### config.mk
export PLATFORM = sky130hd
export DESIGN_NAME = rs232_host_recv
export DESIGN_NICKNAME = d
export VERILOG_FILES = /design/src/rtl/rs232_pkg.sv /design/src/rtl/rs232_rx_fifo.sv /design/src/rtl/rs232_host_recv.sv
export SDC_FILE = /design/constraint.sdc
export NUM_CORES = 1
export LEC_CHECK = 0
export ABC_AREA = 1
export BUFFER_PORTS_ARGS = -buffer_cell sky130_fd_sc_hd__buf_2
export CAP_MARGIN = 20
export CORE_MARGIN = 2
export CORE_UTILIZATION = 55
export DETAILED_ROUTE_END_ITERATION = 10
export GPL_ROUTABILITY_DRIVEN = 1
export GPL_TIMING_DRIVEN = 0
export PLACE_DENSITY_LB_ADDON = 0.05
export SLEW_MARGIN = 20
export SYNTH_ARGS = -nofsm -noshare
export SYNTH_HDL_FRONTEND = slang
export SYNTH_HIERARCHICAL = 1
export SYNTH_SLANG_ARGS = --single-unit
### constraint.sdc
create_clock -name clock -period 2.34 [get_ports clock]
set_input_delay 0.351 -clock clock [delete_from_list [all_inputs] [get_ports clock]]
set_output_delay 0.351 -clock clock [all_outputs]
set_load 0.03 [all_outputs]
### src/rtl/rs232_pkg.sv
// Shared types and constants for the host-side RS232 receiver.
// Sample timing shifts by one cycle when RS232_HOST_RECV_MAJORITY_EN is defined.
package rs232_pkg;

  typedef enum logic [2:0] {
    S_IDLE,
    S_START,
    S_DATA,
    S_STOP,
    S_BREAK
  } rx_state_e;

  localparam int unsigned NUM_SAMPLES = 10;
  localparam real         MIN_UNIT    = 8.0;

`ifdef RS232_HOST_RECV_MAJORITY_EN
  localparam int unsigned SAMPLE_DELAY = 1;
`else
  localparam int unsigned SAMPLE_DELAY = 0;
`endif

  // Cycle offset of the centre of bit k, measured from the first low cycle.
  function automatic int unsigned sample_point(input real unit, input int unsigned k);
    return unsigned'(int'(unit * (real'(k) + 0.5)));
  endfunction

endpackage

### src/rtl/rs232_rx_fifo.sv
// First-word-fall-through byte FIFO; a pop in the same cycle frees room for a push
// into a full buffer.
module rs232_rx_fifo
  import rs232_pkg::*;
#(
  parameter int unsigned DEPTH = 4,
  parameter int unsigned WIDTH = 8
) (
  input  logic                       clk_i,
  input  logic                       rstn_i,
  input  logic                       push_i,
  input  logic [WIDTH-1:0]           push_data_i,
  input  logic                       pop_i,
  output logic [WIDTH-1:0]           head_o,
  output logic                       full_o,
  output logic                       empty_o,
  output logic [$clog2(DEPTH+1)-1:0] free_o
);

  localparam int unsigned AW = $clog2(DEPTH);
  localparam int unsigned CW = $clog2(DEPTH + 1);

  if (DEPTH < 2 || (DEPTH & (DEPTH - 1)) != 0) begin : g_depth_check
    $fatal(1, "rs232_rx_fifo: DEPTH must be a power of two and at least 2");
  end

  logic [WIDTH-1:0] mem_q [DEPTH];
  logic [AW-1:0]    wr_ptr_q, wr_ptr_d;
  logic [AW-1:0]    rd_ptr_q, rd_ptr_d;
  logic [CW-1:0]    count_q, count_d;
  logic             do_push;
  logic             do_pop;

  assign empty_o = (count_q == '0);
  assign full_o  = (count_q == CW'(DEPTH));
  assign do_pop  = pop_i & ~empty_o;
  assign do_push = push_i & (~full_o | do_pop);

  always_comb begin
    wr_ptr_d = wr_ptr_q;
    rd_ptr_d = rd_ptr_q;
    count_d  = count_q;
    if (do_push) begin
      wr_ptr_d = wr_ptr_q + AW'(1);
    end
    if (do_pop) begin
      rd_ptr_d = rd_ptr_q + AW'(1);
    end
    count_d = count_q + CW'(do_push) - CW'(do_pop);
  end

  always_ff @(posedge clk_i) begin
    if (!rstn_i) begin
      wr_ptr_q <= '0;
      rd_ptr_q <= '0;
      count_q  <= '0;
    end else begin
      wr_ptr_q <= wr_ptr_d;
      rd_ptr_q <= rd_ptr_d;
      count_q  <= count_d;
    end
  end

  // Storage is not reset; the head is masked to zero while the buffer is empty.
  always_ff @(posedge clk_i) begin
    if (do_push) begin
      mem_q[wr_ptr_q] <= push_data_i;
    end
  end

  assign head_o = empty_o ? '0 : mem_q[rd_ptr_q];
  assign free_o = CW'(DEPTH) - count_q;

endmodule

### src/rtl/rs232_host_recv.sv
// Host-side 8N1 receiver: synchronizer, frame FSM, FWFT byte buffer and RTS flow control.
// Define RS232_HOST_RECV_MAJORITY_EN for 2-of-3 majority sampling around each bit centre.
module rs232_host_recv
  import rs232_pkg::*;
#(
  parameter real         CLOCK_FREQ = 133000000.0,
  parameter real         BAUD_RATE  = 115200.0,
  parameter int unsigned DEPTH      = 4
) (
  input  logic       clock,
  input  logic       resetn,
  input  logic       rxd_pin,
  output logic       rtsn_pin,
  output logic [7:0] data,
  output logic       valid,
  input  logic       ready,
  output logic       frame_err,
  output logic       overrun_err
);

  localparam real         UNIT = CLOCK_FREQ / BAUD_RATE;
  localparam int unsigned P9   = sample_point(UNIT, NUM_SAMPLES - 1);
  localparam int unsigned TW   = $clog2(P9 + 2);
  localparam int unsigned CW   = $clog2(DEPTH + 1);

  if (UNIT < MIN_UNIT) begin : g_unit_check
    $fatal(1, "rs232_host_recv: fewer than 8 clocks per bit");
  end

  // Decision cycle of each of the ten samples, relative to the start edge.
  logic [TW-1:0] pt [NUM_SAMPLES];
  for (genvar gi = 0; gi < NUM_SAMPLES; gi++) begin : g_pt
    localparam int unsigned PK = sample_point(UNIT, gi) + SAMPLE_DELAY;
    assign pt[gi] = TW'(PK);
  end

  logic [1:0]    sync_q;
  logic          rxd;
  rx_state_e     state_q, state_d;
  logic [TW-1:0] timer_q, timer_d;
  logic [2:0]    bit_idx_q, bit_idx_d;
  logic [7:0]    shift_q, shift_d;
  logic          push_q, push_d;
  logic          frame_err_q, frame_err_d;
  logic          rtsn_q;
  logic [TW-1:0] target;
  logic          sample_hit;
  logic          sample_bit;
  logic          fifo_full;
  logic          fifo_empty;
  logic [CW-1:0] fifo_free;
  logic          pop;

  always_ff @(posedge clock) begin
    if (!resetn) begin
      sync_q <= 2'b11;
    end else begin
      sync_q <= {sync_q[0], rxd_pin};
    end
  end
  assign rxd = sync_q[1];

`ifdef RS232_HOST_RECV_MAJORITY_EN
  logic hist1_q;
  logic hist2_q;

  always_ff @(posedge clock) begin
    if (!resetn) begin
      hist1_q <= 1'b1;
      hist2_q <= 1'b1;
    end else begin
      hist1_q <= rxd;
      hist2_q <= hist1_q;
    end
  end

  // rxd is the Pk+1 sample, hist1 Pk, hist2 Pk-1.
  assign sample_bit = (rxd & hist1_q) | (rxd & hist2_q) | (hist1_q & hist2_q);
`else
  assign sample_bit = rxd;
`endif

  always_comb begin
    target = pt[0];
    unique case (state_q)
      S_DATA:  target = pt[4'(bit_idx_q) + 4'd1];
      S_STOP:  target = pt[NUM_SAMPLES - 1];
      default: target = pt[0];
    endcase
  end
  assign sample_hit = (timer_q == target);

  always_comb begin
    state_d     = state_q;
    timer_d     = timer_q;
    bit_idx_d   = bit_idx_q;
    shift_d     = shift_q;
    push_d      = 1'b0;
    frame_err_d = 1'b0;
    unique case (state_q)
      S_IDLE: begin
        timer_d = '0;
        if (!rxd) begin
          state_d = S_START;
          timer_d = TW'(1);
        end
      end
      S_START: begin
        timer_d = timer_q + TW'(1);
        if (sample_hit) begin
          if (sample_bit) begin
            state_d = S_IDLE;
            timer_d = '0;
          end else begin
            state_d   = S_DATA;
            bit_idx_d = '0;
          end
        end
      end
      S_DATA: begin
        timer_d = timer_q + TW'(1);
        if (sample_hit) begin
          shift_d   = {sample_bit, shift_q[7:1]};
          bit_idx_d = bit_idx_q + 3'd1;
          if (bit_idx_q == 3'd7) begin
            state_d = S_STOP;
          end
        end
      end
      S_STOP: begin
        timer_d = timer_q + TW'(1);
        if (sample_hit) begin
          timer_d = '0;
          if (sample_bit) begin
            push_d  = 1'b1;
            state_d = S_IDLE;
          end else begin
            frame_err_d = 1'b1;
            state_d     = S_BREAK;
          end
        end
      end
      S_BREAK: begin
        timer_d = '0;
        if (rxd) begin
          state_d = S_IDLE;
        end
      end
      default: begin
        state_d = S_IDLE;
        timer_d = '0;
      end
    endcase
  end

  always_ff @(posedge clock) begin
    if (!resetn) begin
      state_q     <= S_IDLE;
      timer_q     <= '0;
      bit_idx_q   <= '0;
      shift_q     <= '0;
      push_q      <= 1'b0;
      frame_err_q <= 1'b0;
    end else begin
      state_q     <= state_d;
      timer_q     <= timer_d;
      bit_idx_q   <= bit_idx_d;
      shift_q     <= shift_d;
      push_q      <= push_d;
      frame_err_q <= frame_err_d;
    end
  end

  assign pop = valid & ready;

  // shift_q stays untouched until the next frame's first data sample, so it
  // still holds the finished byte during the push cycle.
  rs232_rx_fifo #(
    .DEPTH (DEPTH),
    .WIDTH (8)
  ) u_fifo (
    .clk_i       (clock),
    .rstn_i      (resetn),
    .push_i      (push_q),
    .push_data_i (shift_q),
    .pop_i       (pop),
    .head_o      (data),
    .full_o      (fifo_full),
    .empty_o     (fifo_empty),
    .free_o      (fifo_free)
  );

  always_ff @(posedge clock) begin
    if (!resetn) begin
      rtsn_q <= 1'b1;
    end else begin
      rtsn_q <= (fifo_free < CW'(2));
    end
  end

  assign valid       = ~fifo_empty;
  assign rtsn_pin    = rtsn_q;
  assign frame_err   = frame_err_q;
  assign overrun_err = push_q & fifo_full & ~pop;

endmodule

==> results.sh <==
export IMPL_status="finished with violations"
export IMPL_violations="setup timing"
export IMPL_rrSetupSlack_ps=-100
export IMPL_h_tree_depth=3
export IMPL_combPwrFrac=0.224
export IMPL_critical_path_peak_fanout=8
export IMPL_overflow=0
export IMPL_syn_area_sq_um=3880
export IMPL_via_per_inst=5.13
export IMPL_core_area_sq_um=6790
export IMPL_hold_start="rxd_pin"
export IMPL_setup_viol_count_final=21
export IMPL_postLayoutSetupSlackWorst_ps=-102
export IMPL_drive_gt1_frac=0.219
export IMPL_drv_slew=0
export IMPL_diodes=0
export IMPL_pwr_density_cell_nw_per_um2=689
export IMPL_fin_nets=551
export IMPL_wirelength_mm=8.56
export IMPL_vias=3234
export IMPL_endpoint_kind="register"
export IMPL_ir_drop_mv=0.526
export IMPL_syn_to_final_growth_pct=19.7
export IMPL_start_util=0.571
export IMPL_die_y_um=88.0
export IMPL_die_w_um=88.0
export IMPL_required_ps=2590
export IMPL_clock_skew_ps=6.29
export IMPL_r2r_end="timer_q[9]"
export IMPL_timing_final_crit_share=1.04
export IMPL_rows=30
export IMPL_drcViolationCount=0
export IMPL_gp_congestion=0.928
export IMPL_drv_cap=0
export IMPL_maxSlewHeadroom=0.494
export IMPL_synth_net_count=510
export IMPL_crit_type="register to register"
export IMPL_cts_sinks=74
export IMPL_ant_nets=0
export IMPL_p_seq_frac=0.438
export IMPL_io_pins=16
export IMPL_p_int_mw=2.21
export IMPL_yosys_warnings=6
export IMPL_syn_avg_cell_area_sq_um=7.94
export IMPL_grt_pass1_vias=2953
export IMPL_placed_area_sq_um=4080
export IMPL_cp_data_arrival_time_ps=2690
export IMPL_cts_tree="yes"
export IMPL_detailed_place_hpwl_mm=5.80
export IMPL_fin_cells=631
export IMPL_grt_setup_unrepaired="true"
export IMPL_cts_buffers=9
export IMPL_total_leakage_power_nw=2.09
export IMPL_cts_hold_buf=0
export IMPL_cp_start_kind="register"
export IMPL_startpoint="bit_idx_q[1]"
export IMPL_total_power_mw=3.20
export IMPL_wire_per_inst_um=13.6
export IMPL_min_path_type="input port to register"
export IMPL_worstSkewPairLatency_ps=350
export IMPL_root_buffer="clkbuf_8"
export IMPL_netlist_instances=489
export IMPL_clkPwrFrac=0.338
export IMPL_grt_use_total=0.231
export IMPL_max_freq_mhz=410
export IMPL_clk_path_buf_depth=2
export IMPL_finalHoldViolCount=0
export IMPL_grt_max_degree=14
export IMPL_pre_cts_slack_ps=-334
export IMPL_final_cell_area_sq_um=4650
export IMPL_r2r_start="bit_idx_q[1]"
export IMPL_layout_min_cycle_time_ps=2440
export IMPL_p_switching_uw=989
export IMPL_antenna_found_initial=0
export IMPL_tightest_slew_ps=756
export IMPL_die_area_sq_um=7740
export IMPL_crit_end="timer_q[9]"
export IMPL_io_buffers=15
export IMPL_dr_pass1_iters=4
export IMPL_cts_clk_slew_worst_paths_ps=80
export IMPL_drt_iter0_markers=206
export IMPL_swShare=0.309
export IMPL_ff2ff_path_depth=17
export IMPL_grt_pass1_wl_mm=13.5
export IMPL_whs_ps=182
export IMPL_dp_cells=600
## metal layers
metal,part of all wire,vias to the layer above,GRT usage
met4,0.020,0,0.0937
met3,0.027,19,0.0443
met5,0,-,0
met2,0.53,60,0.436
li1,-,1659,-
met1,0.42,1496,0.252
## state kept, by name, summed over array words and instances (netlist names), named ones only
name             flops
bit_idx_q            3
frame_err            1
push_q               1
rtsn_pin             1
shift_q              8
state_q              3
sync_q               2
timer_q             14
u_fifo/count_q       3
u_fifo/mem_q        32
u_fifo/rd_ptr_q      2
u_fifo/wr_ptr_q      2
## cell type report
type	instances	area [sq um]
inverters	80	313
plain buffers	11	116
well taps	96	120
clock buffers	9	124
flip-flops and latches	74	1810
fillers	547	2150
repair buffers	30	195
multi-input cells	324	1880
clock inverters	7	91.3
## power groups by stage
| stage | combinational, mW | sequential, mW | clock (mW) |
|---|---|---|---|
| global route | 0.793 | 1.41 | 1.15 |
| floorplan | 0.474 | 1.42 | 0 |
| global placement | 0.596 | 1.43 | 0 |
| CTS | 0.661 | 1.40 | 1.10 |
| detailed placement | 0.611 | 1.43 | 0 |
| finish | 0.716 | 1.40 | 1.08 |
## per-stage QoR
stage          setup TNS (ps)  utilization
2_1_floorplan               0            -
3_3_place_gp            -7910        0.600
3_5_place_dp           -10990        0.600
4_1_cts                 -2270        0.664
5_1_grt                 -3490        0.684
6_report                 -938        0.684
## cells in the final DEF, fill, tap and decap left out, types with 6 or more instances in the layout
cell type    n
nand2_2      9
nand3_1     26
nor2_1      35
nor2_4       7
buf_2       15
buf_4       15
nor3_1      13
dfxtp_1     40
inv_1       75
nor2_2       6
o21ai_2      6
a21oi_1     18
clkbuf_8     9
nand4_1     16
xor2_1       6
buf_6        8
o21ai_0     10
ha_1        11
nand3_2      6
nand2_1    121
edfxtp_1    32
## worst max-delay path, cell delays in order (launching register included)
cell and delay (ps):
dfxtp_4 370, ha_4 160, ha_4 270, buf_8 130, or2_4 120, nand4_1 110, buf_4 170, nand3_2 60
nand2_1 70, nor2_1 110, nand3_2 120, buf_8 150, nand2_4 70, nand3_4 140, nand2_4 140, inv_4 60
nand2_1 60, inv_1 30
## repair_timing
item	CTS	global route
setup endpoints to repair	62	62
setup buffers	9	4
pin swaps	19	20
resized for setup	45	27
gates cloned	2	0
hold endpoints to repair	0	0
## worst min-delay path by stage
stage	endpoint	depth (start not counted)
after global placement	sync_q[1]	1
after detailed placement	sync_q[1]	1
after floorplan	sync_q[1]	1
after CTS	sync_q[0]	2
final	sync_q[0]	2
after global routing	sync_q[0]	2
Note: power is estimated with default switching activity, not from simulation.
